`config.mk`:
```
export PLATFORM = sky130hd
export DESIGN_NAME = core_fetch_queue_flat
export DESIGN_NICKNAME = d
export VERILOG_FILES = /design/src/rtl/core_fetch_queue_if.sv /design/src/rtl/core_fetch_queue.sv /design/src/flat_wrapper.sv
export SDC_FILE = /design/constraint.sdc
export NUM_CORES = 1
export LEC_CHECK = 0
export ABC_CLOCK_PERIOD_IN_PS = 4450
export CORE_ASPECT_RATIO = 1.4
export CORE_MARGIN = 3
export CORE_UTILIZATION = 55
export DETAILED_ROUTE_END_ITERATION = 12
export DONT_BUFFER_PORTS = 1
export HOLD_SLACK_MARGIN = 0.15
export PLACE_DENSITY = 0.76
export SYNTH_ARGS = -nofsm -noshare
export SYNTH_HDL_FRONTEND = slang
export SYNTH_SLANG_ARGS = --single-unit
export TNS_END_PERCENT = 10
```
`constraint.sdc`:
```
create_clock -name i_Clk -period 4.45 [get_ports i_Clk]
set_input_delay 0.89 -clock i_Clk [delete_from_list [all_inputs] [get_ports i_Clk]]
set_output_delay 0.89 -clock i_Clk [all_outputs]
set_load 0.05 [all_outputs]
```
`src/rtl/core_fetch_queue_if.sv`:
```
// Instruction-memory request/grant/response bus between the fetch stage and instruction memory.
interface core_fetch_queue_if #(
   parameter int unsigned ADDR_W = 32,
   parameter int unsigned DATA_W = 32
);
   logic              instr_en;
   logic [ADDR_W-1:0] instr_addr;
   logic              instr_gnt;
   logic              instr_rvalid;
   logic [DATA_W-1:0] instr_data;

   modport master (
      output instr_en, instr_addr,
      input  instr_gnt, instr_rvalid, instr_data
   );

   modport slave (
      input  instr_en, instr_addr,
      output instr_gnt, instr_rvalid, instr_data
   );
endinterface

```
`src/rtl/core_fetch_queue.sv`:
```
// Instruction fetch stage: keeps up to DEPTH requests in flight and buffers {PC, instr}
// in a prefetch queue; handles branch/jump redirect, flush and decode stall.
module core_fetch_queue #(
   parameter int unsigned      ADDR_W   = 32,
   parameter int unsigned      DATA_W   = 32,
   parameter int unsigned      DEPTH    = 4,
   parameter logic [ADDR_W-1:0] RESET_PC = '0
) (
   input  logic                i_Clk,
   input  logic                i_Rst,
   input  logic                i_StallEn,
   input  logic                i_FlushEn,
   input  logic                i_BranchEn,
   input  logic [ADDR_W-1:0]   i_BranchAddr,
   input  logic                i_JumpEn,
   input  logic [ADDR_W-1:0]   i_JumpAddr,
   core_fetch_queue_if.master  imem,
   output logic                o_Valid,
   output logic [DATA_W-1:0]   o_InstrData,
   output logic [ADDR_W-1:0]   o_PC,
   output logic                o_Event
);
   localparam int unsigned PTR_W = (DEPTH > 1) ? $clog2(DEPTH) : 1;
   localparam int unsigned CNT_W = PTR_W + 1;
   localparam int unsigned SUM_W = CNT_W + 1;

   typedef struct packed {
      logic [ADDR_W-1:0] pc;
      logic [DATA_W-1:0] instr;
   } entry_t;

   logic [ADDR_W-1:0] fpc;
   entry_t            q_mem   [DEPTH];
   logic [ADDR_W-1:0] tag_mem [DEPTH];
   logic [PTR_W-1:0]  rd_ptr, wr_ptr, tag_rd, tag_wr;
   logic [CNT_W-1:0]  cnt, out_cnt, dis;
   logic              event_q;

   logic              redirect, discard, credit_ok, issue, grant, resp, drop, push, pop, q_we, event_nxt;
   logic [ADDR_W-1:0] target, flush_pc;
   logic [PTR_W-1:0]  live_idx;

   // Request credit covers both buffered entries and everything still in flight
   always_comb begin
      redirect  = i_JumpEn | i_BranchEn;
      discard   = redirect | i_FlushEn;
      target    = i_JumpEn ? i_JumpAddr : i_BranchAddr;
      credit_ok = (SUM_W'(cnt) + SUM_W'(out_cnt)) < SUM_W'(DEPTH);
      issue     = ~i_Rst & ~discard & credit_ok;
      grant     = issue & imem.instr_gnt;
      resp      = imem.instr_rvalid;
      drop      = resp & (dis != '0);
      push      = resp & ~drop;
      pop       = o_Valid & ~i_StallEn;
      q_we      = push & ~discard & ~i_Rst;
      event_nxt = redirect & ((i_JumpEn & i_BranchEn) | (target[1:0] != 2'b00));
      // Oldest request whose response will still be kept (skips already-discarded tags)
      live_idx  = tag_rd + PTR_W'(dis);
      if (cnt != '0)
         flush_pc = q_mem[rd_ptr].pc;
      else if (out_cnt > dis)
         flush_pc = tag_mem[live_idx];
      else
         flush_pc = fpc;
   end

   assign imem.instr_en   = issue;
   assign imem.instr_addr = fpc;

   assign o_Valid     = (cnt != '0);
   assign o_PC        = o_Valid ? q_mem[rd_ptr].pc    : '0;
   assign o_InstrData = o_Valid ? q_mem[rd_ptr].instr : '0;
   assign o_Event     = event_q;

   // Storage arrays: no reset needed, contents are qualified by the counters
   always_ff @(posedge i_Clk) begin
      if (grant)
         tag_mem[tag_wr] <= fpc;
      if (q_we)
         q_mem[wr_ptr] <= '{pc: tag_mem[tag_rd], instr: imem.instr_data};
   end

   always_ff @(posedge i_Clk) begin
      if (i_Rst) begin
         fpc     <= RESET_PC;
         rd_ptr  <= '0;
         wr_ptr  <= '0;
         tag_rd  <= '0;
         tag_wr  <= '0;
         cnt     <= '0;
         out_cnt <= '0;
         dis     <= '0;
         event_q <= 1'b0;
      end else begin
         event_q <= event_nxt;
         out_cnt <= out_cnt + CNT_W'(grant) - CNT_W'(resp);
         if (grant)
            tag_wr <= tag_wr + PTR_W'(1);
         if (resp)
            tag_rd <= tag_rd + PTR_W'(1);
         if (discard) begin
            cnt    <= '0;
            rd_ptr <= wr_ptr;
            dis    <= out_cnt - CNT_W'(resp);
            fpc    <= redirect ? (target & ~ADDR_W'(3)) : flush_pc;
         end else begin
            cnt <= cnt + CNT_W'(push) - CNT_W'(pop);
            dis <= dis - CNT_W'(drop);
            if (push)
               wr_ptr <= wr_ptr + PTR_W'(1);
            if (pop)
               rd_ptr <= rd_ptr + PTR_W'(1);
            if (grant)
               fpc <= fpc + ADDR_W'(4);
         end
      end
   end
endmodule

```
`src/flat_wrapper.sv`:
```
// flat-port wrapper written by rule: the top's interface ports become plain ports
module core_fetch_queue_flat 
#(
   parameter int unsigned      ADDR_W   = 32,
   parameter int unsigned      DATA_W   = 32,
   parameter int unsigned      DEPTH    = 4,
   parameter logic [ADDR_W-1:0] RESET_PC = '0
)
  (i_Clk, i_Rst, i_StallEn, i_FlushEn, i_BranchEn, i_BranchAddr, i_JumpEn, i_JumpAddr, o_Valid, o_InstrData, o_PC, o_Event, imem_instr_en, imem_instr_addr, imem_instr_gnt, imem_instr_rvalid, imem_instr_data);
  core_fetch_queue_if #(.ADDR_W(ADDR_W), .DATA_W(DATA_W)) imem_i ();
  input  logic i_Clk;
  input  logic i_Rst;
  input  logic i_StallEn;
  input  logic i_FlushEn;
  input  logic i_BranchEn;
  input  logic [ADDR_W-1:0] i_BranchAddr;
  input  logic i_JumpEn;
  input  logic [ADDR_W-1:0] i_JumpAddr;
  output logic o_Valid;
  output logic [DATA_W-1:0] o_InstrData;
  output logic [ADDR_W-1:0] o_PC;
  output logic o_Event;
  output wire logic [$bits(imem_i.instr_en)-1:0] imem_instr_en;
  output wire logic [$bits(imem_i.instr_addr)-1:0] imem_instr_addr;
  input wire logic [$bits(imem_i.instr_gnt)-1:0] imem_instr_gnt;
  input wire logic [$bits(imem_i.instr_rvalid)-1:0] imem_instr_rvalid;
  input wire logic [$bits(imem_i.instr_data)-1:0] imem_instr_data;
  assign imem_instr_en = imem_i.instr_en;
  assign imem_instr_addr = imem_i.instr_addr;
  assign imem_i.instr_gnt = imem_instr_gnt;
  assign imem_i.instr_rvalid = imem_instr_rvalid;
  assign imem_i.instr_data = imem_instr_data;
  core_fetch_queue #(.ADDR_W(ADDR_W), .DATA_W(DATA_W), .DEPTH(DEPTH), .RESET_PC(RESET_PC)) u_core (.i_Clk(i_Clk), .i_Rst(i_Rst), .i_StallEn(i_StallEn), .i_FlushEn(i_FlushEn), .i_BranchEn(i_BranchEn), .i_BranchAddr(i_BranchAddr), .i_JumpEn(i_JumpEn), .i_JumpAddr(i_JumpAddr), .imem(imem_i), .o_Valid(o_Valid), .o_InstrData(o_InstrData), .o_PC(o_PC), .o_Event(o_Event));
endmodule
```
Word-level counts from Yosys, hierarchy flattened --
Memories as Yosys holds them, arrays and structs flattened. A register that Yosys moved wholly into a read port is not among the register bits. Cells that the tools add are included.
Word-level totals: register bits 50, latch bits 0, RAM bits 384, ROM bits 0, word-level logic and storage cells 71, memories kept 2
Memory list:
- u_core.q_mem | depth 4, bits a word 64, read ports 1, clocked after Yosys merged registers in 1, write ports 1, RTL line core_fetch_queue.sv:33 | entry_t q_mem [DEPTH];
- u_core.tag_mem | depth 4, bits a word 32, read ports 2, clocked after Yosys merged registers in 1, write ports 1, RTL line core_fetch_queue.sv:34 | logic [ADDR_W-1:0] tag_mem [DEPTH];
Operators by class: add/subtract/negate cells 13, multiply operators 0, div/mod/pow operators 0, order comparisons 2, equality and inequality tests 1, shift-type cells 0, multiplexer cells 19, bitwise operators 17, reduce and logical (&&, ||, !) cells 8
Operator list (number):
- 2-to-1 mux 32 bit | 8
- adder 32 x 3 -> 32 bit (second input constant) | 1
- 2-to-1 mux 2 bit | 6
- subtractor 3 x 1 -> 3 bit | 4
- AND 1 bit | 10
- adder 2 x 1 -> 2 bit (second input constant) | 4
- adder 3 x 1 -> 3 bit | 2
- nonzero test 2 bit | 3
- nonzero test 3 bit | 2
- adder 3 x 3 -> 4 bit | 1
- < comparator 4 x 3 -> 1 bit (second input constant) | 1
- 2-to-1 mux 1 bit | 4
- != test 4 x 2 -> 1 bit (second input constant) | 1
- inverter 1 bit | 4
- AND reduction 2 bit | 2
- > comparator 3 bit | 1
- 2-to-1 mux 3 bit | 1
- OR 1 bit | 3
- adder 2 bit | 1
- OR reduction 2 bit | 1

Depth between registers and ports, before layout --
word-level depth 8, depth in mapped cells 12

Least setup slack after synthesis --
OpenSTA, ideal clock, no wires.
path kind input-to-reg, start in i_BranchEn, end mem u_core.q_mem[0][0] (netlist name) (enable), arrival 3.085 ns, required time 4.021 ns, path slack 0.936 ns, cell stages on the path 4, path through or3_1 -> buf_2 -> nor2_4 -> and3_1
Between the ends: cells in the longest elaborated chain, start to end 7
RTL lines:
- start: declaration | RTL line flat_wrapper.sv:15 | input logic i_BranchEn;
- OR 1 bit | RTL line core_fetch_queue.sv:45 | redirect = i_JumpEn | i_BranchEn;
- OR 1 bit | RTL line core_fetch_queue.sv:46 | discard = redirect | i_FlushEn;
- inverter 1 bit | RTL line core_fetch_queue.sv:55 | q_we = push & ~discard & ~i_Rst;
- AND 1 bit (2 in series) | RTL line core_fetch_queue.sv:55
- 2-to-1 mux 1 bit | RTL line core_fetch_queue.sv:79 | if (q_we)
- 2-to-1 mux 1 bit (implied by the code) | RTL line core_fetch_queue.sv:80 | q_mem[wr_ptr] <= '{pc: tag_mem[tag_rd], instr: imem.instr_data};
- end: declaration | RTL line core_fetch_queue.sv:33
No other way between the ends.

Final worst setup path --
start reg u_core.cnt[1], end out o_PC[3]
Between the ends: cells in the longest elaborated chain, start to end 2
RTL lines:
- start: declaration | RTL line core_fetch_queue.sv:36 | logic [CNT_W-1:0] cnt, out_cnt, dis;
- start signal: assignment | RTL line core_fetch_queue.sv:107 | cnt <= cnt + CNT_W'(push) - CNT_W'(pop);
- nonzero test 3 bit | RTL line core_fetch_queue.sv:70 | assign o_Valid = (cnt != '0);
- 2-to-1 mux 32 bit | RTL line core_fetch_queue.sv:71 | assign o_PC = o_Valid ? q_mem[rd_ptr].pc : '0;
- end: declaration | RTL line flat_wrapper.sv:21 | output logic [ADDR_W-1:0] o_PC;
No other way between the ends.

==> results.md <==
- Tot GR Track Use: 0.276
- Most common cell after layout, fill and taps aside: edfxtp_1
- DRT antenna net count: 0
- IO buf count: 0
- Hold-fix buffers at CTS: 0
- Vias/cell: 6.82
- Synth Area per Inst: 15.6 µm²
- Worst Tran Pin Value: 1160 ps
- Non-Filler Instances: 1,750
- CTS clk-pin slew, worst paths: around 60 ps
- # fillers: roughly 2,500
- Clk_lat worst skew: 560 ps
- Register area share after synthesis: 0.648
- WHS: roughly 400 ps
- Drt initial violations: 1,413
- XOR/XNOR share of the synthesized area: 0.0118
- Crit Path Category: reg -> out
- Fin crit share: 0.793
- Switching part of the total: 0.254
- Antenna violations before repair: 2
- Setup bufs post-CTS: 0
- First-pass GRT wire length: ~77,000 µm
- WP data arrival: 2640 ps
- Ports: 203
- Register area: 12,600 µm²
- Power share of the clock group: 0.367
- Peak VDD IR: 0.000335 V
- Commonest cells after routing, fill and taps aside: edfxtp_1, mux4_2, nand2_1
- Post-Synth Simple-Gate Area: 0.0824
- Sequential power share: 0.510
- Inst Count DP: 1,672
- Synth Area in Adders: 0.0168
- Register bit total from synthesis: 438
- Num CTS Buffers: 42
- Cell Int Power: 6.97 mW
- Worst setup EP type: output pin
- Mapped Area: 19,500 µm²
- Min cycle time layout: 3530 ps
- Vias in the first global route: 12,012
- Layout cells sized above 1: 0.187
- Routed WL: 51,700 µm
- Die Ht: roughly 230 µm
- Outcome: complete, no violations
- Max-cap violation count: 0
- Final Power: 9.35 mW
- CP max FO: 32
- Post-CTS sizing: 0
- Gate power share: 0.123
- Switch Pwr: 2.38 mW
- Core area: 34,500 µm²
- CP cell instances: nor3_4 -> inv_2 -> buf_4 -> and2_1
- RSZ-0062 raised after global routing: false
- Placer's final routability congestion estimate: 1.00
- Residual DRC: 0
- Post-Syn Instances: about 1,200
- WL/cell: 29.5 µm
- CTS Sinks: 438
- Largest net degree at the start of global routing: 65
- CP max stage delay: 680 ps
- Drt pass-1 iters: 5
- Worst Hold Class: in -> reg
- Final setup viols: 0
- Final Hold Vio Count: 0
- Startpoint types: flip-flop
- EDFF count, synth: 384
- Fmax: between 0.2 and 0.3 GHz
- PD cells: 436 nW/µm²
- Initial Util: 0.564
- Post-synthesis compound-gate area fraction: 0.0718
- Row cnt: 80
- CTS H-Tree Depth: 2
- Main combinational cell family by area after synthesis: multiplexers
- Final TNS setup: 0 ps
- FFs w/ async S/R, synth: 0
- Yosys warns: 0
- Relative slew slack: 0.224
- Mux contribution to synthesized area: 0.146
- Yosys cell types: 75
- Die Footprint: 37,700 µm²
- Vias: 11,934
- Post-layout util: 0.621
- Net count after synthesis: 1,376
- CTS tree: yes
- Root Buffer Master: clkbuf_16
- DPL Wire Length: 35,100 µm
- Multi-input logic area: between 6000 and 7000 µm²
- P_leak: 6.96 nW
- Nets@finish: 1,394
- Area grow syn2layout: 10.2%
- CP required: approximately 3600 ps
- Grt total ovfl: 0
- Critical path's slowest cell: and2_1
- Clock skew: between 15 and 20 ps
- Maximum root-to-sink buffer count: 3
- Synth Flop Type: edfxtp_1
- Die width: ~160 µm
- Final slew viol count: 0
[power groups by stage]
stage	clock (mW)	combinational [mW]	sequential (mW)
finish	3.43	1.15	4.77
global route	3.64	1.23	4.77
CTS	3.48	1.14	4.76
detailed placement	0	1.14	4.85
global placement	0	1.11	4.85
floorplan	0	0.761	4.90
[state kept, by name, summed over array words and instances (netlist names), named ones only]
register	count
u_core.tag_rd	2
u_core.tag_wr	2
u_core.dis	3
u_core.wr_ptr	2
u_core.cnt	3
u_core.imem.instr_addr	32
u_core.o_Event	1
u_core.rd_ptr	2
u_core.q_mem	256
u_core.out_cnt	3
u_core.tag_mem	128
[logic make-up after synthesis]
group	count (synthesis)
AOI/OAI and AO/OA	213
xor gates and xnor gates	22
muxes	138
buffers and inverters	103
adders and majority gates	25
DFF	438
and+or+nand+nor	308
[per-stage QoR]
step | instance area, µm² | setup WS [ps]
floorplan | 19500 | 936
global placement | 20100 | 1320
detailed placement | 20100 | 1180
CTS | 21400 | 911
global route | 21400 | 822
finish | 21400 | 920
[cell usage after synthesis, types with 8 or more instances]
library cell / instances / share of area
nor3_1: 32 / 0.0082
nor2_1: 51 / 0.0098
a211oi_1: 25 / 0.0096
nor4_1: 8 / 0.0026
clkbuf_1: 45 / 0.0087
mux4_2: 114 / 0.13
o22ai_1: 20 / 0.0064
edfxtp_1: 384 / 0.59
nand4_1: 9 / 0.0029
dfxtp_1: 54 / 0.056
and3_1: 11 / 0.0035
a31oi_1: 11 / 0.0035
buf_2: 17 / 0.0044
a21oi_1: 58 / 0.015
xnor2_1: 12 / 0.0054
buf_1: 10 / 0.0019
mux2i_1: 22 / 0.011
nand3_1: 19 / 0.0049
ha_1: 23 / 0.015
nand2_1: 72 / 0.014
and2_1: 70 / 0.023
o21ai_0: 29 / 0.0075
inv_1: 22 / 0.0042
[critical path: cells and delay by family, from the launching register on]
family | cells | cell delay [ps]
buf+inv | 2 | 890
flops | 1 | 430
simple gates | 2 | 740
[cell type report]
| type | count | share of cell area |
|---|---|---|
| antenna | 2 | 0.000233 |
| sequential | 438 | 0.588 |
| inverter | 24 | 0.00420 |
| multi-input combinational | 706 | 0.300 |
| clock buffer | 54 | 0.0521 |
| tap | 451 | 0.0263 |
| timing repair buffer | 53 | 0.0197 |
| clock inverter | 22 | 0.00892 |
[routing by layer]
layer	up-vias	track usage	routed length, µm	share of wire
met3	185	0.0720	5330	0.10
met2	718	0.461	25800	0.50
met5	-	0	12	0.00023
met1	6006	0.327	17500	0.34
li1	5023	-	-	-
met4	2	0.140	3080	0.060
[worst paths after layout]
check	slack, ps	from	end	depth (start not counted)
worst min-delay path	400	i_Rst	u_core.wr_ptr[1]	1
worst max-delay path	920	u_core.cnt[1]	o_PC[3]	4
worst max register to register	1050	u_core.dis[1]	u_core.imem.instr_addr[12]	8
worst min register to register	510	u_core.tag_wr[1]	u_core.tag_wr[1]	2
Note: power is estimated with default switching activity, not from simulation.
==> RTL change, RTL diff (same settings) <==
`DEPTH` is set to 4 in 2 places; all go to 8.
--- a/src/rtl/core_fetch_queue.sv
+++ b/src/rtl/core_fetch_queue.sv
@@ -3,7 +3,7 @@
 module core_fetch_queue #(
    parameter int unsigned      ADDR_W   = 32,
    parameter int unsigned      DATA_W   = 32,
-   parameter int unsigned      DEPTH    = 4,
+   parameter int unsigned      DEPTH    = 8,
    parameter logic [ADDR_W-1:0] RESET_PC = '0
 ) (
    input  logic                i_Clk,
--- a/src/flat_wrapper.sv
+++ b/src/flat_wrapper.sv
@@ -3,7 +3,7 @@
 #(
    parameter int unsigned      ADDR_W   = 32,
    parameter int unsigned      DATA_W   = 32,
-   parameter int unsigned      DEPTH    = 4,
+   parameter int unsigned      DEPTH    = 8,
    parameter logic [ADDR_W-1:0] RESET_PC = '0
 )
   (i_Clk, i_Rst, i_StallEn, i_FlushEn, i_BranchEn, i_BranchAddr, i_JumpEn, i_JumpAddr, o_Valid, o_InstrData, o_PC, o_Event, imem_instr_en, imem_instr_addr, imem_instr_gnt, imem_instr_rvalid, imem_instr_data);
Behaviour: no difference found for any inputs over 4 cycles, from zero or initial values and one cycle with i_Rst high; that may be too few to reach the edited logic, so the function may still have changed.
==> RTL change against the unedited design <==
- global-route usage shrank 1.5 points
- routed wire length grew 67%
- setup slack lost 480 ps
- critical path type unchanged
- sequential power grew 88%
- clock skew grew 4.7 ps
- final area grew 84%
- total power grew 89%
- synthesized area grew 81%
- sequential cell count grew 393
- non-clock buffer count grew 63
- count of clock-buffer cells in the layout grew 61
==> RTL change: results (changes against the unedited design) <==
synth.cells.most_frequent: "768 x edfxtp_1, 244 x mux4_2, 134 x nor2_1, 108 x mux2i_1, 63 x dfxtp_1"  # was 384 x edfxtp_1, 114 x mux4_2, 72 x nand2_1, 70 x and2_1, 58 x a21oi_1
worst_ep_arrival_time_ps: 3120  # was 2640 ps
hpwlAfterDp_um: 55000  # was 35,100 um
finClkSkew_ps: 19.7  # was 15.0 ps
routed_wirelength_um: 86400  # was 51,700 um
ir_drop_mv: 0.394  # was 0.335 mV
crit_fanout: 33  # was 32
detail_routed_net_length_per_standard_cell_um: 29.9  # was 29.5 um
pre_cts_ws_ps: 837  # was 1180 ps
static_leakage_nw: 12.3  # was 6.96 nW
synth-edff-count: 768  # was 384
globalRouteTotalUtil_pct: 26.1  # was 27.6%
drt_first_iter_violations: 1994  # was 1,413
result_of_the_run: "completed"  # unchanged
finalWeightedCongestion: 0.991  # was 1.00
synth_fp_nets: 2033  # was 1,376
global_route_wire_length_before_repair_um: 128000  # was 76,600 um
cp_top_family: "multiplexers"  # was buffers and inverters
detailedRoute.firstPassIterationCount: 8  # was 5
power_report.internal_total_mw: 13.4  # was 6.97 mW
netlist_top_cells_area: "edfxtp_1 65%, mux4_2 16%, dfxtp_1 3.6%, mux2i_1 3.1%, nor2_1 1.4%"  # was edfxtp_1 59%, mux4_2 13%, dfxtp_1 5.6%, and2_1 2.3%, a21oi_1 1.5%
ys_seq_area_share_pct: 69.0  # was 64.8%
placed_cells: 2741  # was 1,672
route.vias.total: 19200  # was 11,900
netlist_instances: 1900  # was 1,247
final_nets: 2121  # was 1,394
worst_pin_slew_ps: 1140  # was 1160 ps
cp_slowest_cell: "dfxtp_4"  # was and2_1
largest_reg_flops: 512  # was 256
synth.lib_cells_used.distinct: 72  # was 75
==> RTL change: cell count changes after synthesis, moves of 9 or more <==
cell | unedited run | this run
o22ai_1 | 20 | 6
mux2_2 | 0 | 36
a22oi_1 | 7 | 21
edfxtp_1 | 384 | 768
buf_4 | 3 | 12
nor2_1 | 51 | 134
o21ai_0 | 29 | 38
nand2_1 | 72 | 56
dfxtp_1 | 54 | 63
mux2i_1 | 22 | 108
a21oi_1 | 58 | 43
buf_2 | 17 | 45
mux4_2 | 114 | 244
and2_1 | 70 | 5
==> RTL change: cell type report <==
cell class,instances,area (sq um)
Antenna cell,1,2.50
Timing Repair Buffer,116,983
Multi-Input combinational cell,928,10400
Tap cell,832,1040
Clock inverter,28,347
Sequential cell,831,24300
Clock buffer,115,2210
Inverter,34,128
Fill cell,4381,23800
==> RTL change: kinds of logic after synthesis <==
| logic type | after synthesis | share of synthesized area, % |
|---|---|---|
| and+or+nand+nor | 292 | 3.85 |
| muxes | 388 | 19.8 |
| buffers and inverters | 141 | 1.85 |
| xor gates and xnor gates | 22 | 0.586 |
| AOI/OAI and AO/OA | 197 | 3.80 |
| adders and majority gates | 29 | 1.09 |
| DFF | 831 | 69.0 |
==> RTL change: stage by stage <==
| stage | area [sq um] | TNS (ps) | util, % |
|---|---|---|---|
| CTS | 39500 | 0 | 62.4 |
| detailed placement | 36900 | 0 | 58.3 |
| finish | 39500 | 0 | 62.4 |
| floorplan | 35300 | -317200 | - |
| global placement | 36900 | 0 | 58.3 |
| global route | 39500 | 0 | 62.4 |
==> RTL change: power groups by stage <==
stage | clock network [mW] | logic (mW) | registers [mW]
after global placement | 0 | 2.01 | 9.12
final | 6.64 | 2.07 | 8.96
after detailed placement | 0 | 2.06 | 9.13
after floorplan | 0 | 1.36 | 9.18
after CTS | 6.75 | 2.07 | 8.96
after global routing | 7.05 | 2.19 | 8.97
==> RTL change: routing by layer <==
layer  share of wire, %  vias up  global-route usage [%]
met5              0.013        -                       0
met4                4.0        2                    9.96
met3                 10      208                    6.98
met2                 51     1086                    44.1
met1                 35     9917                    32.3
li1                   -     7990                       -
==> RTL change: final timing paths <==
check,start,end,slack [ps],depth (start not counted)
setup reg to reg,u_core.dis[0]$_SDFF_PP0_,u_core.imem.instr_addr[24]$_SDFFE_PP0P_,950,10
hold reg to reg,u_core.tag_wr[0]$_SDFFE_PP0P_,u_core.tag_wr[0]$_SDFFE_PP0P_,510,2
hold / removal,i_Rst,u_core.wr_ptr[0]$_SDFFE_PP0P_,360,1
setup / recovery,flip-flop,o_PC[27],440,5
